===== src/rtl/img2col_pkg.sv =====
// Shared definitions for the img2col mapping stream: array geometry defaults,
// address width and the responder state encoding.
package img2col_pkg;

    localparam int unsigned ROW_DEFAULT    = 28;
    localparam int unsigned K_DEFAULT      = 5;
    localparam int unsigned ROUNDS_DEFAULT = 28;
    localparam int unsigned ADDR_W         = 6;

    typedef enum logic [1:0] {
        StIdle,
        StFill,
        StRun,
        StDone
    } resp_state_t;

endpackage


===== src/rtl/ring_ptr.sv =====
// Modulo-Depth row pointer for the window ring buffer; clear wins over advance.
module ring_ptr #(
    parameter int unsigned Depth = 5,
    parameter int unsigned Width = 3
) (
    input  logic             clk,
    input  logic             rst,
    input  logic             clr,
    input  logic             adv,
    output logic [Width-1:0] ptr
);

    localparam logic [Width-1:0] Last = Width'(Depth - 1);

    always_ff @(posedge clk) begin
        if (rst || clr) begin
            ptr <= '0;
        end else if (adv) begin
            ptr <= (ptr == Last) ? '0 : ptr + Width'(1);
        end
    end

endmodule


===== src/rtl/map_responder.sv =====
// PU-array-side responder for the img2col stream: turns address beats into
// registered one-hot window writes and answers with row/round completion flags.
module map_responder
    import img2col_pkg::*;
#(
    parameter int unsigned ROW    = ROW_DEFAULT,
    parameter int unsigned K      = K_DEFAULT,
    parameter int unsigned ROUNDS = ROUNDS_DEFAULT,
    parameter int unsigned DW     = 8
) (
    input  logic              clk,
    input  logic              rst,
    input  logic              start,
    input  logic              pix_valid,
    input  logic [DW-1:0]     pix_in,
    input  logic [ADDR_W-1:0] pu_no,
    input  logic [ADDR_W-1:0] pu_add,
    input  logic              map_finish,
    output logic [ROW-1:0]    win_we,
    output logic [2:0]        win_slot,
    output logic [2:0]        win_col,
    output logic [DW-1:0]     win_data,
    output logic [ROW-1:0]    t_flag,
    output logic [ROW-1:0]    neighbour_out_flag,
    output logic [ADDR_W-1:0] round_cnt,
    output logic              busy,
    output logic              done,
    output logic              seq_err
);

    localparam logic [ADDR_W-1:0] LastPu    = ADDR_W'(ROW - 1);
    localparam logic [ADDR_W-1:0] LastAdd   = ADDR_W'(K - 1);
    localparam logic [ADDR_W-1:0] FillRows  = ADDR_W'(K - 1);
    localparam logic [ADDR_W-1:0] LastRound = ADDR_W'(ROUNDS);

    resp_state_t       state_q, state_d;
    logic [ADDR_W-1:0] row_cnt_q, row_cnt_d;
    logic [ADDR_W-1:0] round_cnt_d;
    logic [ADDR_W-1:0] exp_pu_q, exp_pu_d;
    logic [ADDR_W-1:0] exp_add_q, exp_add_d;
    logic [2:0]        slot_ptr;
    logic              active, kick, in_range, wr, col_end, row_end, err_set;
    logic [ROW-1:0]    pu_onehot;

    always_comb begin
        active    = (state_q == StFill) || (state_q == StRun);
        kick      = (state_q == StIdle) && start;
        in_range  = (pu_no <= LastPu) && (pu_add <= LastAdd);
        wr        = active && pix_valid && in_range;
        col_end   = wr && (pu_add == LastAdd);
        row_end   = col_end && (pu_no == LastPu);
        // Out-of-range beats always mismatch, so one compare covers both errors.
        err_set   = active && pix_valid
                    && (!in_range || (pu_no != exp_pu_q) || (pu_add != exp_add_q));
        pu_onehot = ROW'(1) << pu_no;
    end

    always_comb begin
        state_d     = state_q;
        row_cnt_d   = row_cnt_q;
        round_cnt_d = round_cnt;
        exp_pu_d    = exp_pu_q;
        exp_add_d   = exp_add_q;

        if (kick) begin
            row_cnt_d   = '0;
            round_cnt_d = '0;
            exp_pu_d    = '0;
            exp_add_d   = '0;
        end

        // Expectation follows what was actually received, then steps forward.
        if (wr) begin
            if (col_end) begin
                exp_add_d = '0;
                exp_pu_d  = row_end ? '0 : pu_no + ADDR_W'(1);
            end else begin
                exp_add_d = pu_add + ADDR_W'(1);
                exp_pu_d  = pu_no;
            end
        end

        if (row_end && (state_q == StFill) && (row_cnt_q != FillRows)) begin
            row_cnt_d = row_cnt_q + ADDR_W'(1);
        end
        if (row_end && (state_q == StRun) && (round_cnt != LastRound)) begin
            round_cnt_d = round_cnt + ADDR_W'(1);
        end

        case (state_q)
            StIdle: begin
                if (start) state_d = StFill;
            end
            StFill: begin
                if (map_finish)                  state_d = StDone;
                else if (row_cnt_d == FillRows)  state_d = StRun;
            end
            StRun: begin
                if (map_finish || (round_cnt_d == LastRound)) state_d = StDone;
            end
            StDone: begin
                state_d = StIdle;
            end
            default: begin
                state_d = StIdle;
            end
        endcase
    end

    ring_ptr #(
        .Depth(K),
        .Width(3)
    ) u_ring_ptr (
        .clk(clk),
        .rst(rst),
        .clr(kick),
        .adv(row_end),
        .ptr(slot_ptr)
    );

    always_ff @(posedge clk) begin
        if (rst) begin
            state_q            <= StIdle;
            row_cnt_q          <= '0;
            round_cnt          <= '0;
            exp_pu_q           <= '0;
            exp_add_q          <= '0;
            seq_err            <= 1'b0;
            done               <= 1'b0;
            win_we             <= '0;
            win_slot           <= '0;
            win_col            <= '0;
            win_data           <= '0;
            t_flag             <= '0;
            neighbour_out_flag <= '0;
        end else begin
            state_q            <= state_d;
            row_cnt_q          <= row_cnt_d;
            round_cnt          <= round_cnt_d;
            exp_pu_q           <= exp_pu_d;
            exp_add_q          <= exp_add_d;
            seq_err            <= kick ? 1'b0 : (seq_err | err_set);
            done               <= (state_q == StDone);
            win_we             <= wr ? pu_onehot : '0;
            t_flag             <= (col_end && (state_q == StRun)) ? pu_onehot : '0;
            neighbour_out_flag <= (row_end && (state_q == StRun)) ? ROW'(1) : '0;
            if (wr) begin
                win_slot <= slot_ptr;
                win_col  <= pu_add[2:0];
                win_data <= pix_in;
            end
        end
    end

    assign busy = active;

endmodule


===== config.mk =====
export PLATFORM = sky130hd
export DESIGN_NAME = map_responder
export DESIGN_NICKNAME = d
export VERILOG_FILES = /design/src/rtl/img2col_pkg.sv /design/src/rtl/ring_ptr.sv /design/src/rtl/map_responder.sv
export SDC_FILE = /design/constraint.sdc
export NUM_CORES = 1
export LEC_CHECK = 0
export BUFFER_PORTS_ARGS = -buffer_cell sky130_fd_sc_hd__buf_2
export CORE_ASPECT_RATIO = 1.5
export CORE_UTILIZATION = 37
export DETAILED_ROUTE_END_ITERATION = 6
export GPL_ROUTABILITY_DRIVEN = 0
export GPL_TIMING_DRIVEN = 0
export PLACE_DENSITY_LB_ADDON = 0.12
export SLEW_MARGIN = 15
export SYNTH_ARGS = -nofsm -noshare
export SYNTH_HDL_FRONTEND = slang
export SYNTH_SLANG_ARGS = --single-unit

===== constraint.sdc =====
create_clock -name clk -period 4.2 [get_ports clk]
set_input_delay 0.84 -clock clk [delete_from_list [all_inputs] [get_ports clk]]
set_output_delay 0.84 -clock clk [all_outputs]
set_load 0.02 [all_outputs]

# Word level (Yosys, flattened, before mapping)
# Index checks and enable logic that the tools add are counted.
# classes
addsub	5
magnitude_cmp	2
n_eq_ne	15
shifts	1
n_mux	17
bitwise_logic	3
n_reduce_logical	24
# op_table
cell	count
$mux W6	10
$shl A1 B6 Y28 const A	1
$add A6 B1 Y6 const B	4
$eq A6 B3 Y1 const B	2
$eq A6 B5 Y1 const B	2
$logic_and A1 B1 Y1	12
$ne A6 B6 Y1	2
$mux W2	4
$pmux W2 S4	1
$le A6 B3 Y1 const B	1
$le A6 B5 Y1 const B	1
$ne A6 B3 Y1 const B	1
$ne A6 B5 Y1 const B	1
$reduce_or A2 Y1	3
$logic_or A1 B1 Y1	5
$eq A2 B2 Y1 const B	2
$add A3 B1 Y3 const B	1
$eq A3 B3 Y1 const B	1
$mux W3	1
$ne A3 B2 Y1 const B	1
$reduce_and A3 Y1	1
$eq A2 B1 Y1 const B	1
$logic_not A2 Y1	1
$ne A2 B1 Y1 const B	1
6 further kinds	7
# totals
register_bits	129
in_bits	25
elab_cells	81

# Logic depth before layout (Yosys ltp)
# depth
word_depth	13
depth_mapped	11
mapped_depth_nobuf	9

# Hierarchy
# A second synthesis with hierarchy kept.
# hier_totals
cells_unflattened	501
area_unflattened_um2	4336.7
# modules_own_cells
module	n_inst	cells_each	area_each_um2	seq_area_each_um2
map_responder	1	484	4182.8	1981.9
ring_ptr	1	17	153.9	60.1

# Worst setup path after synthesis
# OpenSTA, ideal clock, no wires.
# synth_path
kind	input -> register
startpoint	in pu_no[4]
endpoint	reg t_flag[13]
setup_ps	63
arrival_ps	2902
setup_slack_ps	1235
cell_stages	10
n_path_buf	4
path_cell_list	buf_6 -> a31o_1 -> or3_1 -> clkbuf_1 -> or3_4 -> or3b_1 -> buf_2 -> or2_1 -> buf_6 -> nor2_2
# synth_via
elab_chain_len	7
word_cells_on_any_way	8
cone_classes	order compare: 1; shift: 1; bitwise: 1; reduce/logical: 5
# synth_rtl
item	line	source
start: declaration	map_responder.sv:16	input logic [ADDR_W-1:0] pu_no,
$le A6 B5 Y1	map_responder.sv:48	in_range = (pu_no <= LastPu) && (pu_add <= LastAdd);
$logic_and A1 B1 Y1	map_responder.sv:48	
$logic_and A1 B1 Y1	map_responder.sv:49	wr = active && pix_valid && in_range;
$logic_and A1 B1 Y1	map_responder.sv:50	col_end = wr && (pu_add == LastAdd);
$logic_and A1 B1 Y1	map_responder.sv:145	t_flag <= (col_end && (state_q == StRun)) ? pu_onehot : '0;
$not A1 Y1 (no line)	-	
$reduce_or A2 Y1 (no line)	-	
end signal: assignment	map_responder.sv:145	
end: declaration	map_responder.sv:23	output logic [ROW-1:0] t_flag,
# Parallel ways exist; a longest one is shown, timed or not.
# A chain may end at the register's enable or synchronous reset.

# Final worst setup path
# layout_path
startpoint	in pu_no[0]
endpoint	reg state_q[0]
# layout_via
elab_chain_len	12
word_cells_on_any_way	18
cone_classes	order compare: 1; eq/ne: 5; mux: 2; reduce/logical: 10
# layout_rtl
item	line	source
$le A6 B5 Y1	map_responder.sv:48	
$logic_and A1 B1 Y1	map_responder.sv:48	
$logic_and A1 B1 Y1	map_responder.sv:49	
$logic_and A1 B1 Y1	map_responder.sv:50	
$logic_and A1 B1 Y1 *	map_responder.sv:51	row_end = col_end && (pu_no == LastPu);
$logic_and A1 B1 Y1 (2 in a row)	map_responder.sv:86	if (row_end && (state_q == StRun) && (round_cnt != LastRound)) begin
$mux W6	map_responder.sv:86	
$eq A6 B5 Y1	map_responder.sv:99	if (map_finish || (round_cnt_d == LastRound)) state_d = StDone;
$logic_or A1 B1 Y1	map_responder.sv:99	
$ne A2 B1 Y1 (no line)	-	
$reduce_and A3 Y1 (no line) *	-	
end signal: assignment	map_responder.sv:123	state_q <= StIdle;
end signal: assignment	map_responder.sv:137	state_q <= state_d;
end: declaration	map_responder.sv:36	resp_state_t state_q, state_d;
# Every way passes the cells marked *; elsewhere a longest branch is shown, timed or not.

==> summary.txt <==
Finish
  • Net count, final: 676
  • Core Util, Final: 0.483
  • Filler instances: 1136
  • Multi-input gate area: 1970 µm²
  • Syn-to-layout area delta: 26.3%
  • Antenna cells: 0
  • Register Area: 2040 µm²
  • Fraction of layout cells with a size suffix above 1: 0.264

Pwr
  • Comb pwr share: 0.145
  • Pwr Total: 2.23 mW
  • Psw: 0.614 mW
  • Internal power: 1.61 mW
  • Clk network pwr share: 0.410
  • Sequential share of power: 0.445
  • Pwr/cell area: 413 nW/µm²
  • Max VDD drop: 0.272 mV
  • Leak pwr: 2.40 nW
  • Sw Share: 0.276

Drt
  • Vias/cell: 4.70
  • Met1 wire length: 4.56 mm
  • Via count: 3685
  • Initial DRC count: 157
  • Routed wire length: 10.9 mm
  • Top sig layer: met4
  • Met3 WL: 481 µm
  • Drt drc: 0
  • WL met2: 5.57 mm
  • DR WL/cell: 13.9 µm
  • First drt pass iteration count: 5
  • Remaining antenna violation count after routing: 0

Yosys
  • Most used DFF post-synth: dfxtp_1
  • Synth Area per Inst: 8.69 µm²
  • Post-synth EDFFs: 0
  • Yosys Warn Count: 0
  • Syn Inst Count: 492
  • Synthesized flop and latch total: 102
  • Netlist cell types: 50
  • Post-synthesis cell area: 4280 µm²
  • Seq/Total Area, Yosys: 0.477
  • Post-synth ARST share: 0

STA
  • Crit path time final: 3.10 ns
  • Tightest Pin Transition: 0.967 ns
  • RSZ-0062 raised after global routing: no
  • Fmax: 0.322 GHz
  • Setup tns final: 0 ns
  • Slew Limit Fails: 0
  • Final hold violation count: 0
  • Slew headroom: 0.351
  • Setup violators final: 0
  • Clock Skew: 0.00831 ns
  • Final worst slack: 1.10 ns
  • Final Cycle Share: 0.739

Die
  • Core Footprint: 11200 µm²
  • Initial Util: 0.383
  • Full die area: 12000 µm²
  • Top Ports: 132
  • Die width: 89.8 µm
  • Core Rows: 47
  • Die Ht: 134 µm

CTS
  • Reg clk slew, reported paths: 0.07 ns
  • CTS tree: yes
  • Clock sink count: 102
  • Post-CTS Hold Buffers: 0
  • Total CTS buffers: 9
  • H-tree Lvls: 3
  • Worst-skew pair later-pin latency: 0.35 ns
  • Setup Buffers After CTS: 0
  • Clock buffer depth: 2
  • Gates resized, CTS repair: 0
  • Clock root buffer: clkbuf_16

Worst setup path
  • R2r startpoint: state_q[0]$_SDFFE_PP0P_
  • WP data required: 4.42 ns
  • RR Endpoint: t_flag[4]$_SDFF_PP0_
  • Setup crit start kind: input pin
  • CP bufs+invs: 1
  • CP cell instances: buf_2, ha_1, nand4b_1, nor2_1, nand4_1, mux2_2, o21ai_1, and4_1, nor4_1
  • R2r setup slk: 1.11 ns
  • Worst Path Arrival: 3.32 ns
  • Worst Reg-to-Reg Cells: 11
  • Family with the most delay on the worst path: simple AND/OR/NAND/NOR gates
  • Largest stage delay on the critical path: 0.49 ns
  • Crit-path max FO: 9
  • CP Capture Type: register
  • Crit path kind: input pin to register
  • CP max-delay cell: nor2_1

Hold path
  • HP Start: win_col[0]$_SDFFE_PP0P_
  • WHS Endpoint: win_col[0]$_SDFFE_PP0P_
  • Hold Path Class: register to register
  • Min-Delay Path Depth: 2

Status
  • Status: finished clean

GRT
  • Global-route wire length before repair: 17.8 mm
  • All-Layer GR Usage: 0.187
  • Initial antenna violation count: 0
  • GRT overflow: 0
  • Vias in the first global route: 3527
  • Largest net degree at the start of global routing: 19

Flow run
  • Max-cap viol count: 0

Placement
  • Detailed placement HPWL: 8.23 mm
  • IO buf count: 103
  • Dpl ws: 0.715 ns
==> final cells by class <==
class                      instances  area share
timing repair buffer             103      0.0955
clock buffer                       9      0.0417
clock inverter                     7      0.0188
buffer                            46      0.0542
inverter                          19      0.0132
sequential                       102       0.378
tap                              147      0.0341
multi-input combinational        351       0.364
==> how the worst max path moves through the flow <==
stage | startpoint | to | slack, ns | cells after the start
global route | pu_no[0] | state_q[0]$_SDFFE_PP0P_ | 0.89 | 9
global placement | pu_no[0] | state_q[0]$_SDFFE_PP0P_ | 0.81 | 9
floorplan | pu_no[4] | t_flag[13]$_SDFF_PP0_ | 1.24 | 10
CTS | pu_no[0] | state_q[0]$_SDFFE_PP0P_ | 1.09 | 9
finish | pu_no[0] | state_q[0]$_SDFFE_PP0P_ | 1.10 | 9
detailed placement | pu_no[0] | state_q[0]$_SDFFE_PP0P_ | 0.72 | 9
==> synthesized netlist by cell type, types with 5 or more instances <==
library cell	count	area share
dfxtp_1	102	0.48
nor2_1	76	0.067
nand2_1	52	0.046
a21oi_1	36	0.042
buf_4	27	0.047
ha_1	19	0.056
inv_1	19	0.017
clkbuf_1	14	0.012
nand3_1	13	0.015
and3_1	11	0.016
a31oi_1	10	0.015
nor2_2	9	0.013
nor3_1	9	0.011
xnor2_1	9	0.018
nand4_1	8	0.012
nor2b_1	7	0.010
or3_1	7	0.010
o21ai_0	6	0.0070
nor4_1	5	0.0073
==> cells in the final DEF (no fill, tap or decap), types with 3 or more instances in the layout <==
master / n
buf_2: 106
dfxtp_1: 102
nor2_1: 76
nand2_1: 52
a21oi_1: 36
buf_4: 27
conb_1: 27
inv_1: 19
ha_1: 19
clkbuf_1: 14
nand3_1: 13
and3_1: 11
a31oi_1: 10
nor3_1: 9
nor2_2: 9
xnor2_1: 9
clkbuf_16: 9
nand4_1: 8
or3_1: 7
nor2b_1: 7
o21ai_0: 6
nor4_1: 5
a41oi_1: 4
and2_1: 4
xor2_1: 4
nand4b_1: 3
inv_6: 3
==> registers in the layout (all words and copies together) (netlist names) <==
signal	flops
done	1
win_data	8
exp_add_q	6
u_ring_ptr.ptr	3
neighbour_out_flag	1
win_col	3
t_flag	28
win_we	28
round_cnt	6
exp_pu_q	6
win_slot	3
seq_err	1
state_q	2
row_cnt_q	6
==> logic make-up after synthesis <==
family                   synth area share
adder cells (fa/ha/maj)            0.0556
AO/OA/AOI/OAI                       0.107
AND/OR/NAND/NOR                     0.245
multiplexers                      0.00263
other                            0.000877
flip-flops                          0.477
XOR/XNOR                           0.0266
buffers and inverters              0.0851
==> through the flow <==
| step | cells | instance area [µm²] | hold WS (ns) |
|---|---|---|---|
| floorplan | 518 | 4370 | 0.453 |
| global placement | 768 | 5070 | 0.442 |
| detailed placement | 768 | 5070 | 0.447 |
| CTS | 784 | 5400 | 0.458 |
| global route | 784 | 5400 | 0.474 |
| finish | 784 | 5400 | 0.455 |
==> worst min-delay path, delay by kind of cell (launching register included) <==
kind	cells	cell delay, ns
flops	1	0.31
simple gates	1	0.05
compound gates	1	0.05
==> power groups by stage <==
| stage | combinational (mW) | clock (mW) | sequential (mW) |
|---|---|---|---|
| 2_1_floorplan | 0.226 | 0 | 1.02 |
| 3_3_place_gp | 0.319 | 0 | 1.01 |
| 3_5_place_dp | 0.324 | 0 | 1.01 |
| 4_1_cts | 0.325 | 0.924 | 0.990 |
| 5_1_grt | 0.362 | 0.974 | 0.993 |
| 6_report | 0.324 | 0.913 | 0.991 |
==> per-layer routing <==
layer,track usage,up-vias
met5,0,-
met2,0.326,112
met1,0.220,1664
met4,0.0792,0
met3,0.0417,20
li1,-,1889
(Power assumes the default switching activity.)
